==> src/rtl/fuzz_stim_pkg.sv <==
// fuzz_stim_pkg -- shared definitions for the fuzz stimulus sequencer.
//   STIM_W_DEFAULT / RESP_W_DEFAULT : default stimulus / response widths
//   W*_LSB / W*_MSB                 : positions of the DUT slices inside a stimulus vector
//   MISR_POLY                       : feedback polynomial used when FUZZ_STIM_SEQ_MISR_EN is defined
//   state_t                         : sequencer FSM states
package fuzz_stim_pkg;

  localparam int STIM_W_DEFAULT = 52;
  localparam int RESP_W_DEFAULT = 127;

  // Vector layout: {wire3[18:0], wire2[20:0], wire1[3:0], wire0[7:0]}
  localparam int W0_LSB = 0;
  localparam int W0_MSB = 7;
  localparam int W1_LSB = 8;
  localparam int W1_MSB = 11;
  localparam int W2_LSB = 12;
  localparam int W2_MSB = 32;
  localparam int W3_LSB = 33;
  localparam int W3_MSB = 51;

  // Taps 127,126 expressed in the shifted (Galois) form applied after the left shift.
  localparam logic [RESP_W_DEFAULT-1:0] MISR_POLY = 127'h3;

  typedef enum logic [2:0] {
    ST_IDLE  = 3'd0,
    ST_APPLY = 3'd1,
    ST_GAP   = 3'd2,
    ST_STALL = 3'd3,
    ST_DRAIN = 3'd4,
    ST_DONE  = 3'd5
  } state_t;

  // States in which a run is in progress and the DUT response is meaningful.
  function automatic logic is_busy(input state_t s);
    return (s inside {ST_APPLY, ST_GAP, ST_STALL, ST_DRAIN});
  endfunction

endpackage

==> src/rtl/fuzz_stim_sequencer_fifo.sv <==
// fuzz_stim_fifo -- synchronous FIFO holding packed {vec, hold, gap, last} entries.
//   clk, rst    : clock, synchronous active-high reset (flushes the FIFO)
//   i_push      : write i_din (ignored when full)
//   i_pop       : discard the head entry (ignored when empty)
//   o_dout      : current head entry, valid while !o_empty
//   o_full      : DEPTH entries stored
//   o_empty     : no entries stored
//   o_count     : number of stored entries
// Flags derive from the registered count only, so a push into an empty FIFO
// becomes visible the next cycle and a pop from a full FIFO frees space only
// on the following cycle.
module fuzz_stim_fifo #(
  parameter int W     = 58,
  parameter int DEPTH = 8
) (
  input  logic                       clk,
  input  logic                       rst,
  input  logic                       i_push,
  input  logic [W-1:0]               i_din,
  input  logic                       i_pop,
  output logic [W-1:0]               o_dout,
  output logic                       o_full,
  output logic                       o_empty,
  output logic [$clog2(DEPTH):0]     o_count
);

  localparam int AW = $clog2(DEPTH);

  logic [W-1:0]  r_mem [DEPTH];
  logic [AW-1:0] r_wr_ptr;
  logic [AW-1:0] r_rd_ptr;
  logic [AW:0]   r_count;

  logic w_do_push;
  logic w_do_pop;

  assign o_full    = (r_count == (AW+1)'(DEPTH));
  assign o_empty   = (r_count == '0);
  assign o_count   = r_count;
  assign o_dout    = r_mem[r_rd_ptr];
  assign w_do_push = i_push && !o_full;
  assign w_do_pop  = i_pop && !o_empty;

  always_ff @(posedge clk) begin
    if (w_do_push) begin
      r_mem[r_wr_ptr] <= i_din;
    end
  end

  // DEPTH is a power of two, so the pointers wrap naturally.
  always_ff @(posedge clk) begin
    if (rst) begin
      r_wr_ptr <= '0;
      r_rd_ptr <= '0;
      r_count  <= '0;
    end else begin
      if (w_do_push) r_wr_ptr <= r_wr_ptr + AW'(1);
      if (w_do_pop)  r_rd_ptr <= r_rd_ptr + AW'(1);
      case ({w_do_push, w_do_pop})
        2'b10:   r_count <= r_count + (AW+1)'(1);
        2'b01:   r_count <= r_count - (AW+1)'(1);
        default: r_count <= r_count;
      endcase
    end
  end

endmodule

==> src/rtl/fuzz_stim_sequencer.sv <==
// fuzz_stim_sequencer -- buffers stimulus vectors, applies each for a
// programmable number of cycles onto the fuzz DUT's input slices, and
// compacts the DUT response into a signature.
//   clk, rst                   : clock, synchronous active-high reset
//   start                      : begin a run (only honoured in IDLE with a non-empty FIFO)
//   in_valid/in_ready          : vector loader handshake
//   in_vec/in_hold/in_gap/in_last : vector, hold cycles (0 means 1), gap-after flag, last-of-run flag
//   wire3/wire2/wire1/wire0    : registered DUT stimulus slices
//   y                          : DUT response
//   busy, done                 : run in progress / one-cycle end-of-run pulse
//   underrun                   : sticky, FIFO ran dry mid-run
//   vec_count                  : vectors applied this run (saturating)
//   sig                        : response signature
// Build option FUZZ_STIM_SEQ_MISR_EN: when defined, sig is a MISR over y;
// otherwise sig simply holds the last captured y.
module fuzz_stim_sequencer
  import fuzz_stim_pkg::*;
#(
  parameter int STIM_W = STIM_W_DEFAULT,
  parameter int RESP_W = RESP_W_DEFAULT,
  parameter int DEPTH  = 8,
  parameter int HOLD_W = 4
) (
  input  logic              clk,
  input  logic              rst,
  input  logic              start,
  input  logic              in_valid,
  output logic              in_ready,
  input  logic [STIM_W-1:0] in_vec,
  input  logic [HOLD_W-1:0] in_hold,
  input  logic              in_gap,
  input  logic              in_last,
  output logic [18:0]       wire3,
  output logic [20:0]       wire2,
  output logic [3:0]        wire1,
  output logic [7:0]        wire0,
  input  logic [RESP_W-1:0] y,
  output logic              busy,
  output logic              done,
  output logic              underrun,
  output logic [15:0]       vec_count,
  output logic [RESP_W-1:0] sig
);

  localparam int ENT_W = STIM_W + HOLD_W + 2;
  localparam int CNT_W = $clog2(DEPTH) + 1;

  logic              w_push;
  logic              w_pop;
  logic              w_full;
  logic              w_empty;
  logic [CNT_W-1:0]  w_count;
  logic [ENT_W-1:0]  w_din;
  logic [ENT_W-1:0]  w_dout;
  logic [STIM_W-1:0] w_head_vec;
  logic [HOLD_W-1:0] w_head_hold;
  logic              w_head_gap;
  logic              w_head_last;

  state_t            r_state;
  state_t            w_state_next;
  logic              r_first;
  logic              w_first_next;
  logic [HOLD_W-1:0] r_hold_cnt;
  logic              r_gap;
  logic              r_last;
  logic [STIM_W-1:0] r_drive;
  logic [15:0]       r_vec_count;
  logic              r_underrun;
  logic              r_cap_en;
  logic [RESP_W-1:0] r_sig;
  logic [RESP_W-1:0] w_sig_next;

  logic              w_entry;
  logic [HOLD_W-1:0] w_rem;
  logic              w_final;
  logic              w_cur_gap;
  logic              w_cur_last;
  logic              w_more;
  logic              w_start_run;

  assign w_din = {in_vec, in_hold, in_gap, in_last};
  assign {w_head_vec, w_head_hold, w_head_gap, w_head_last} = w_dout;
  assign in_ready = !w_full;
  assign w_push   = in_valid && !w_full;

  fuzz_stim_fifo #(
    .W     (ENT_W),
    .DEPTH (DEPTH)
  ) u_fifo (
    .clk     (clk),
    .rst     (rst),
    .i_push  (w_push),
    .i_din   (w_din),
    .i_pop   (w_pop),
    .o_dout  (w_dout),
    .o_full  (w_full),
    .o_empty (w_empty),
    .o_count (w_count)
  );

  // The first APPLY cycle of each vector pops the head and latches it; later
  // cycles of the same vector work from the latched copies.
  assign w_entry    = (r_state == ST_APPLY) && r_first;
  assign w_pop      = w_entry;
  assign w_rem      = w_entry ? ((w_head_hold == '0) ? HOLD_W'(1) : w_head_hold) : r_hold_cnt;
  assign w_final    = (w_rem == HOLD_W'(1));
  assign w_cur_gap  = w_entry ? w_head_gap  : r_gap;
  assign w_cur_last = w_entry ? w_head_last : r_last;
  // "Another vector is waiting" must not count the entry being popped right now.
  assign w_more     = (w_count - {{(CNT_W-1){1'b0}}, w_pop}) != '0;
  assign w_start_run = (r_state == ST_IDLE) && start && !w_empty;

  always_comb begin
    w_state_next = r_state;
    w_first_next = 1'b0;
    case (r_state)
      ST_IDLE: begin
        if (w_start_run) begin
          w_state_next = ST_APPLY;
          w_first_next = 1'b1;
        end
      end
      ST_APPLY: begin
        if (w_final) begin
          if (w_cur_gap) begin
            w_state_next = ST_GAP;
          end else if (w_cur_last) begin
            w_state_next = ST_DRAIN;
          end else if (w_more) begin
            w_state_next = ST_APPLY;
            w_first_next = 1'b1;
          end else begin
            w_state_next = ST_STALL;
          end
        end
      end
      ST_GAP: begin
        if (r_last) begin
          w_state_next = ST_DRAIN;
        end else if (!w_empty) begin
          w_state_next = ST_APPLY;
          w_first_next = 1'b1;
        end else begin
          w_state_next = ST_STALL;
        end
      end
      ST_STALL: begin
        if (!w_empty) begin
          w_state_next = ST_APPLY;
          w_first_next = 1'b1;
        end
      end
      ST_DRAIN: w_state_next = ST_DONE;
      ST_DONE:  w_state_next = ST_IDLE;
      default:  w_state_next = ST_IDLE;
    endcase
  end

  always_comb begin
    w_sig_next = r_sig;
    if (w_start_run) begin
      w_sig_next = '0;
    end else if (r_cap_en) begin
`ifdef FUZZ_STIM_SEQ_MISR_EN
      w_sig_next = {r_sig[RESP_W-2:0], 1'b0}
                 ^ (r_sig[RESP_W-1] ? MISR_POLY[RESP_W-1:0] : '0)
                 ^ y;
`else
      w_sig_next = y;
`endif
    end
  end

  always_ff @(posedge clk) begin
    if (rst) begin
      r_state     <= ST_IDLE;
      r_first     <= 1'b0;
      r_hold_cnt  <= '0;
      r_gap       <= 1'b0;
      r_last      <= 1'b0;
      r_drive     <= '0;
      r_vec_count <= '0;
      r_underrun  <= 1'b0;
      r_cap_en    <= 1'b0;
      r_sig       <= '0;
    end else begin
      r_state  <= w_state_next;
      r_first  <= w_first_next;
      // Response lags the drive by one cycle, hence the registered enable.
      r_cap_en <= is_busy(r_state);
      r_sig    <= w_sig_next;

      if (r_state == ST_APPLY) begin
        r_hold_cnt <= w_rem - HOLD_W'(1);
        if (w_entry) begin
          r_drive <= w_head_vec;
          r_gap   <= w_head_gap;
          r_last  <= w_head_last;
          if (r_vec_count != 16'hFFFF) r_vec_count <= r_vec_count + 16'd1;
        end
      end else begin
        r_drive <= '0;
      end

      if (w_start_run) begin
        r_vec_count <= '0;
        r_underrun  <= 1'b0;
      end else if (r_state == ST_STALL) begin
        r_underrun <= 1'b1;
      end
    end
  end

  assign wire0     = r_drive[W0_MSB:W0_LSB];
  assign wire1     = r_drive[W1_MSB:W1_LSB];
  assign wire2     = r_drive[W2_MSB:W2_LSB];
  assign wire3     = r_drive[W3_MSB:W3_LSB];
  assign busy      = is_busy(r_state);
  assign done      = (r_state == ST_DONE);
  assign underrun  = r_underrun;
  assign vec_count = r_vec_count;
  assign sig       = r_sig;

endmodule

==> config.mk <==
export PLATFORM = sky130hd
export DESIGN_NAME = fuzz_stim_sequencer
export DESIGN_NICKNAME = d
export VERILOG_FILES = /design/src/rtl/fuzz_stim_pkg.sv /design/src/rtl/fuzz_stim_sequencer_fifo.sv /design/src/rtl/fuzz_stim_sequencer.sv
export SDC_FILE = /design/constraint.sdc
export NUM_CORES = 1
export LEC_CHECK = 0
export CORE_MARGIN = 5
export CORE_UTILIZATION = 38
export DETAILED_ROUTE_END_ITERATION = 12
export HOLD_SLACK_MARGIN = 0.1
export PLACE_DENSITY = 0.67
export SETUP_SLACK_MARGIN = 0.4
export SYNTH_ARGS = -nofsm -noshare
export SYNTH_HDL_FRONTEND = slang
export SYNTH_HIERARCHICAL = 1
export SYNTH_SLANG_ARGS = --single-unit
==> constraint.sdc <==
create_clock -name clk -period 17.2 [get_ports clk]
set_input_delay 3.44 -clock clk [delete_from_list [all_inputs] [get_ports clk]]
set_output_delay 3.44 -clock clk [all_outputs]
set_load 0.01 [all_outputs]
==> impl_metrics.csv, run 1 <==
group,metric,value,unit
worst_setup_path,crit_fanout,9,
synthesis,async_flop_share,0,
placed_design,io_buffers,387,
drt,wirelength,62300,um
sta,report.final.slew_viol_count,0,
grt,grt_pass1_wl,93300,um
sta,fin_crit_sh,0.343,
clock_network,cts_max_level,3,
synthesis,synth.top_cell.area_share,0.534,
worst_setup_path,end_kind,"primary output",
hold_path,worstHoldPathType,"reg2reg",
die,start_util,0.382,
clock_network,path_clk_slew,60,ps
grt,antenna_found_initial,18,
die,coreArea,68300,um^2
placed_design,postPlaceCellArea,30800,um^2
synthesis,post-synth-top-area-cell,"edfxtp_1",
synthesis,synth.avg_cell_area,17.2,um^2
power_and_ir_drop,power.density,115,nW/um^2
sta,slew_headroom,0.253,
die,pin_count,388,
die,num_rows,96,
drt,wl_per_cell,21.8,um
grt,grt_max_degree,117,
clock_network,clock_sinks,684,
status,outcome,"complete, no violations",
sta,fmax,170,MHz
synthesis,synth_area_leaders,"edfxtp_1 (53%), dfxtp_1 (17%), mux4_2 (9.3%), mux2i_1 (7.1%), nor2_1 (3.0%)",
synthesis,synth-seq-cells,684,
drt,drc,0,
power_and_ir_drop,vdd_drop_max,0.0701,mV
sta,hold_violations,0,
synthesis,synth_ff_type,"edfxtp_1",
clock_network,postCtsHoldBufs,0,
cells_and_area,final_util,0.485,
worst_setup_path,cp-start-kind,"flip-flop",
clock_network,clk_latency,610,ps
worst_setup_path,arrival,2450,ps
grt,overflow,0,
synthesis,seq_area_frac_synth,0.703,
placed_design,dp_hpwl,39300,um
job,drv_cap,0,
drt,via_per_inst,5.08,
power_and_ir_drop,p_total,3800,uW
synthesis,yosys_warnings,6,
grt,grt_util_all_layers,0.164,
synthesis,yosys-top-cells-count,"edfxtp_1 (464), dfxtp_1 (220), nor2_1 (205)",
sta,final-setup-viol-count,0,
sta,grt_setup_unrepaired,"false",
sta,final.setup.tns,0,ps
cells_and_area,design_area,33200,um^2
power_and_ir_drop,leakage,0.0106,uW
clock_network,cts_setup_buffers,0,
sta,holdWs,457,ps
sta,tightest_slew,1120,ps
worst_setup_path,critPathRequiredTime,13760,ps
drt,detail_route.first_pass.iterations,5,
synthesis,yosysMostFrequentCell,"edfxtp_1",
placed_design,gp_congestion,0.875,
grt,grt_pass1_vias,14800,
synthesis,synth_nets,1717,
synthesis,synthesis.area,26100,um^2
clock_network,cts_resized,0,
sta,clock_skew,19.8,ps
worst_setup_path,path_class,"reg2out",
drt,drt_iter0_markers,735,
clock_network,cts_root_buf,"clkbuf_16",
sta,timing.final.crit_period,5890,ps
synthesis,synth_edf_count,464,
clock_network,cts_made_buffers,75,
synthesis,yosysUniqueCellTypes,63,
cells_and_area,drive_gt1_frac,0.153,
clock_network,cts_tree,"done",
synthesis,postSynthCellCount,1519,
die,fp.dieArea,74000,um^2
die,fp.dieH,272,um
clock_network,clockBufferDepth,3,
drt,antenna_left,0,
cells_and_area,nets,2108,
cells_and_area,syn_to_final_growth,27.2,%
drt,vias,14500,
die,die_x,272,um
==> layout make-up <==
cell class | instances | area, um^2
Fill cell | 5687 | 35200
Sequential cell | 684 | 18400
Multi-Input combinational cell | 735 | 7310
Timing Repair Buffer | 401 | 3990
Clock buffer | 106 | 2050
Tap cell | 882 | 1100
Clock inverter | 29 | 302
Inverter | 13 | 48.8
Antenna cell | 6 | 15.0
==> logic make-up after synthesis <==
group	share of synthesized area
AO/OA/AOI/OAI	0.0174
XOR/XNOR	0.00302
adder cells (fa/ha/maj)	0.00432
buffers and inverters	0.0193
flip-flops	0.703
multiplexers	0.204
AND/OR/NAND/NOR	0.0485
==> registers in the layout (all words and copies together), names as in the netlist, named ones only <==
name             count
r_last               1
u_fifo/r_wr_ptr      3
u_fifo/o_count       4
r_hold_cnt           4
r_state              3
r_cap_en             1
sig                127
underrun             1
r_drive             52
u_fifo/r_rd_ptr      3
u_fifo/r_mem       464
r_gap                1
vec_count           16
r_first              1
==> cells in the final DEF, fill, tap and decap left out, drive strengths merged, types with 3 or more instances in the layout <==
master and instances:
nor4 4, nor2b 5, nor3 11, mux4 116
nand2 16, or3 8, clkinv 18, or4 7
dfxtp 220, o21ai 11, xor2 7, nor2 205
nand3 9, clkbuf 106, nand4 4, buf 14
mux2i 185, ha 9, edfxtp 464, bufinv 3
clkdlybuf4s50 387, inv 19, nand2b 3, a211oi 3
a31oi 4, o31ai 5, mux2 61, diode 6
a21oi 21, o41ai 4, nor4b 4
==> worst max-delay path, cell delays in order, from the launching register on <==
cell and delay (ps):
dfxtp_1 400, or4b_1 710, inv_1 170, inv_1 60, clkdlybuf4s50_1 510
==> final timing paths <==
| kind | cells past startpoint | startpoint | slack, ps | to |
|---|---|---|---|---|
| max | 4 | u_fifo/o_count[1] | 11310 | in_ready |
| min reg2reg | 2 | r_gap | 460 | r_gap |
| max reg2reg | 10 | flip-flop | 13070 | r_state[0] |
| min | 2 | r_gap | 460 | r_gap |
==> through the flow <==
step,setup WS (ps),std cells
after global routing,11220,2854
final,11310,2856
after CTS,11260,2850
after floorplan,7220,1519
after global placement,11070,2715
after detailed placement,11050,2715
==> layer usage <==
| metal | up-vias | GRT usage | wire (um) |
|---|---|---|---|
| met2 | 461 | 0.285 | 31600 |
| met4 | 14 | 0.0440 | 1380 |
| met5 | - | 0 | 93 |
| met1 | 7268 | 0.198 | 24700 |
| met3 | 103 | 0.0499 | 4550 |
| li1 | 6652 | - | - |
==> where the power goes <==
part | total, uW | switching [uW] | internal (uW)
logic | 396 | 185 | 211
clock network | 1520 | 636 | 888
registers | 1880 | 57.3 | 1830
total | 3800 | 878 | 2930
Power figures use the tool's default switching activity.
==> inputs of run 2 (changes only) <==
Settings changed: PLACE_DENSITY 0.67 to 0.7.
Clock period 17.2 ns to 5.32 ns, I/O delays scaled along.
==> impl_metrics.csv, run 2 (synthesis results as in run 1) <==
group,metric,value,unit
clock_network,clock_sinks,684,
cells_and_area,drive_gt1_frac,0.169,
sta,slew_headroom,0.227,
power_and_ir_drop,p_sw,2950,uW
worst_setup_path,arrival,2450,ps
drt,antenna_left,0,
clock_network,cts_made_buffers,73,
worst_setup_path,cp_common_cell,"inv_1",
drt,drc,0,
die,die_x,272,um
power_and_ir_drop,vdd_drop_max,0.244,mV
hold_path,min_from,"r_gap",
grt,grt_pass1_wl,94400,um
power_and_ir_drop,internal_power,9630,uW
drt,vias,14500,
die,fp.dieH,272,um
worst_setup_path,cp_slowest_stage_delay,690,ps
clock_network,cts_max_level,3,
grt,grt_pass1_vias,14900,
power_and_ir_drop,seqPwrFrac,0.480,
clock_network,cts_resized,0,
drt,drt_iter0_markers,886,
power_and_ir_drop,power.density,376,nW/um^2
power_and_ir_drop,p_sw_frac,0.234,
die,num_rows,96,
drt,wirelength,63200,um
drt,detail_route.first_pass.iterations,5,
clock_network,postCtsHoldBufs,0,
grt,antenna_found_initial,16,
worst_setup_path,crit_fanout,9,
worst_setup_path,path_class,"reg2out",
die,coreArea,68300,um^2
placed_design,place_inst,2724,
sta,timing.final.crit_period,3510,ps
sta,hold_violations,0,
drt,wl_per_cell,22.1,um
die,pin_count,388,
status,outcome,"complete, no violations",
grt,grt_max_degree,128,
sta,report.final.slew_viol_count,0,
cells_and_area,mostFrequentLayoutCells,"edfxtp_1 (464), clkdlybuf4s50_1 (387), dfxtp_1 (215), nor2_1 (202), mux2i_1 (185)",
worst_setup_path,crit_path_start,"u_fifo/o_count[1]",
sta,fmax,285,MHz
sta,final-setup-viol-count,0,
sta,grt_setup_unrepaired,"false",
sta,setup_ws,1810,ps
worst_setup_path,cp-start-kind,"flip-flop",
power_and_ir_drop,combinationalPowerShare,0.108,
power_and_ir_drop,leakage,0.0108,uW
placed_design,dp_hpwl,41000,um
clock_network,cts_setup_buffers,0,
drt,via_per_inst,5.07,
die,start_util,0.382,
cells_and_area,nets,2115,
worst_setup_path,end_kind,"primary output",
placed_design,dp_slack,1580,ps
grt,overflow,0,
sta,fin_crit_sh,0.660,
sta,clock_skew,37.9,ps
sta,tightest_slew,1160,ps
worst_setup_path,critPathSlowestCell,"or4b_1",
job,drv_cap,0,
clock_network,clk_latency,620,ps
cells_and_area,largest_reg_flops,464,
clock_network,clockBufferDepth,3,
clock_network,path_clk_slew,60,ps
hold_path,worstHoldPathType,"reg2reg",
cells_and_area,final_common_cell,"edfxtp_1",
cells_and_area,finalNonFillerCells,2863,
clock_network,cts_root_buf,"clkbuf_16",
worst_setup_path,worstPathCellList,"or4b_1 > inv_1 > inv_1 > clkdlybuf4s50_1",
placed_design,gp_congestion,0.844,
cells_and_area,top_register,"u_fifo/r_mem",
cells_and_area,syn_to_final_growth,28.3,%
grt,grt_util_all_layers,0.166,
clock_network,cts_tree,"done",
die,fp.dieArea,74000,um^2
placed_design,io_buffers,387,
worst_setup_path,critPathRequiredTime,4260,ps
power_and_ir_drop,clkPwrFrac,0.412,
[run 2: power groups by stage]
stage	clock network [uW]	registers, uW	logic (uW)
global route	5560	6050	1460
CTS	5320	6030	1380
floorplan	0	6170	700
finish	5190	6030	1360
detailed placement	0	6150	1370
global placement	0	6130	1340
[run 2: critical path, delay by kind of cell (launching register included)]
kind | cells | cell delay, ps
simple gates | 1 | 690
flops | 1 | 390
buf+inv | 3 | 740
[run 2: area by class of cell]
cell class	count	area (um^2)
Tap cell	882	1100
Timing Repair Buffer	410	4100
Antenna cell	5	12.5
Clock inverter	33	412
Multi-Input combinational cell	735	7320
Clock buffer	101	2110
Sequential cell	684	18400
Inverter	13	48.8
Fill cell	5627	34900
[run 2: per-stage QoR]
| step | total power [uW] | setup TNS [ps] | utilization | hold WS (ps) | area, um^2 |
|---|---|---|---|---|---|
| 4_1_cts | 12700 | 0 | 0.489 | 457 | 33500 |
| 5_1_grt | 13100 | 0 | 0.490 | 484 | 33500 |
| 6_report | 12600 | 0 | 0.490 | 456 | 33500 |
| 3_5_place_dp | 7520 | 0 | 0.453 | 449 | 30900 |
| 3_3_place_gp | 7470 | 0 | 0.453 | 441 | 30900 |
| 2_1_floorplan | 6860 | -127890 | - | 434 | 26100 |
[run 2: layer usage]
layer | global-route usage | up-vias | share of wire
li1 | - | 6655 | -
met1 | 0.206 | 7263 | 0.40
met2 | 0.284 | 489 | 0.50
met3 | 0.0491 | 103 | 0.079
met4 | 0.0484 | 16 | 0.020
met5 | 0 | - | 0.0016
[run 2: final timing paths]
check,to,slack (ps),cells after the start
max reg2reg,r_state[0],1940,10
min reg2reg,r_gap,460,2
min,r_gap,460,2
max,in_ready,1810,4
==> inputs of run 3 (changes only) <==
Clock period 5.32 ns to 3.15 ns, I/O delays scaled along.
==> impl_metrics.csv, run 3 (synthesis results as in run 1) <==
group,metric,value,unit
status,outcome,"complete, no violations",
clock_network,cts_made_buffers,74,
drt,wirelength,63300,um
grt,grt_max_degree,71,
power_and_ir_drop,seqPwrFrac,0.488,
grt,overflow,0,
drt,antenna_left,0,
drt,drc,0,
clock_network,cts_root_buf,"clkbuf_16",
worst_setup_path,end_kind,"flip-flop",
sta,hold_violations,0,
cells_and_area,final_common_cell,"edfxtp_1",
die,coreArea,68300,um^2
die,num_rows,96,
cells_and_area,drive_gt1_frac,0.185,
sta,slew_headroom,0.328,
power_and_ir_drop,vdd_drop_max,0.488,mV
placed_design,io_buffers,387,
clock_network,clock_sinks,684,
power_and_ir_drop,p_total,20900,uW
power_and_ir_drop,p_sw_frac,0.232,
hold_path,min_from,"underrun",
power_and_ir_drop,leakage,0.0109,uW
hold_path,min_to,"underrun",
worst_setup_path,r2r_slack,350,ps
job,drv_cap,0,
sta,fin_crit_sh,0.890,
cells_and_area,largest_reg_flops,464,
die,fp.dieH,272,um
clock_network,cts_max_level,3,
worst_setup_path,path_class,"reg2reg",
worst_setup_path,arrival,3270,ps
drt,vias,14700,
drt,drt_iter0_markers,896,
power_and_ir_drop,internal_power,16100,uW
die,die_x,272,um
sta,report.final.slew_viol_count,0,
cells_and_area,syn_to_final_growth,30.1,%
worst_setup_path,cp-start-kind,"flip-flop",
hold_path,worstHoldPathType,"reg2reg",
clock_network,cts_tree,"done",
power_and_ir_drop,p_sw,4860,uW
cells_and_area,top_register,"u_fifo/r_mem",
die,pin_count,388,
hold_path,hold_depth,2,
clock_network,clockBufferDepth,3,
grt,grt_pass1_vias,15200,
power_and_ir_drop,clkPwrFrac,0.395,
drt,detail_route.first_pass.iterations,5,
clock_network,postCtsHoldBufs,0,
grt,grt_pass1_wl,94600,um
die,fp.dieArea,74000,um^2
cells_and_area,nets,2147,
drt,via_per_inst,5.05,
grt,grt_util_all_layers,0.166,
sta,timing.final.crit_period,2800,ps
sta,grt_setup_unrepaired,"true",
die,start_util,0.382,
cells_and_area,mostFrequentLayoutCells,"edfxtp_1 (464), clkdlybuf4s50_1 (384), dfxtp_1 (209), nor2_1 (202), mux2i_1 (185)",
sta,final-setup-viol-count,0,
clock_network,clk_latency,610,ps
worst_setup_path,rr_endpoint,"r_state[0]",
cells_and_area,final_util,0.496,
clock_network,path_clk_slew,60,ps
placed_design,gp_congestion,0.817,
sta,tightest_slew,1010,ps
worst_setup_path,crit_fanout,5,
sta,fmax,357,MHz
sta,clock_skew,25.9,ps
power_and_ir_drop,power.density,617,nW/um^2
power_and_ir_drop,combinationalPowerShare,0.116,
worst_setup_path,critPathRequiredTime,3610,ps
drt,wl_per_cell,21.8,um
worst_setup_path,worstRegToRegCells,12,
grt,antenna_found_initial,17,
placed_design,dp_hpwl,39500,um
## run 3: layout make-up
| class | count | area [um^2] |
|---|---|---|
| diodes | 11 | 27.5 |
| clock buffers | 99 | 2070 |
| inverters | 13 | 51.3 |
| multi-input cells | 735 | 7480 |
| clock inverters | 36 | 293 |
| flip-flops and latches | 684 | 18400 |
| repair buffers | 441 | 4540 |
| fillers | 5566 | 34400 |
| well taps | 882 | 1100 |
## run 3: layer usage
layer	up-vias	wire, um	GRT usage
met1	7322	25300	0.206
met2	480	31000	0.280
met3	116	5080	0.0513
li1	6732	-	-
met4	10	1720	0.0558
met5	-	74	0
## run 3: worst max-delay path by stage
| stage | slack (ps) | startpoint | endpoint | cells past startpoint |
|---|---|---|---|---|
| after CTS | 390 | flip-flop | r_state[0] | 11 |
| after global routing | 270 | flip-flop | r_state[0] | 12 |
| final | 350 | flip-flop | r_state[0] | 12 |
| after detailed placement | 180 | flip-flop | r_state[0] | 10 |
| after floorplan | -170 | u_fifo/o_count[1] | u_fifo/r_mem[0][0] | 7 |
| after global placement | 250 | flip-flop | r_state[0] | 10 |
## run 3: timing repair
item                                    4_1_cts  5_1_grt
endpoints found under the setup margin       10        6
setup buffers                                 6        6
pin swaps                                     1        6
resized for setup                            17       15
## run 3: power by group through the flow
stage	combinational (uW)	sequential [uW]	clock, uW
6_report	2430	10200	8270
5_1_grt	2610	10300	8900
4_1_cts	2400	10200	8530
3_5_place_dp	2360	10400	0
3_3_place_gp	2310	10400	0
2_1_floorplan	1190	10400	0
## run 3: worst max-delay path, cell delays in order, from the launching register on
cell and delay [ps]:
dfxtp_4 360, buf_12 120, mux4_2 490, mux2_4 300
nor3_4 180, o21ai_1 80, nand2_1 120, ha_2 200
nor4b_4 210, a31oi_2 90, buf_4 220, o2111ai_4 190
o41ai_2 120
## run 3: per-stage QoR
| step | instances | setup TNS [ps] | setup WS, ps | instance area, um^2 | hold slack (ps) |
|---|---|---|---|---|---|
| 2_1_floorplan | 1519 | -9760 | -168 | 26200 | 434 |
| 5_1_grt | 2898 | 0 | 266 | 33900 | 512 |
| 4_1_cts | 2884 | 0 | 391 | 33800 | 485 |
| 3_3_place_gp | 2743 | 0 | 251 | 31300 | 447 |
| 6_report | 2901 | 0 | 346 | 33900 | 478 |
| 3_5_place_dp | 2743 | 0 | 176 | 31300 | 471 |
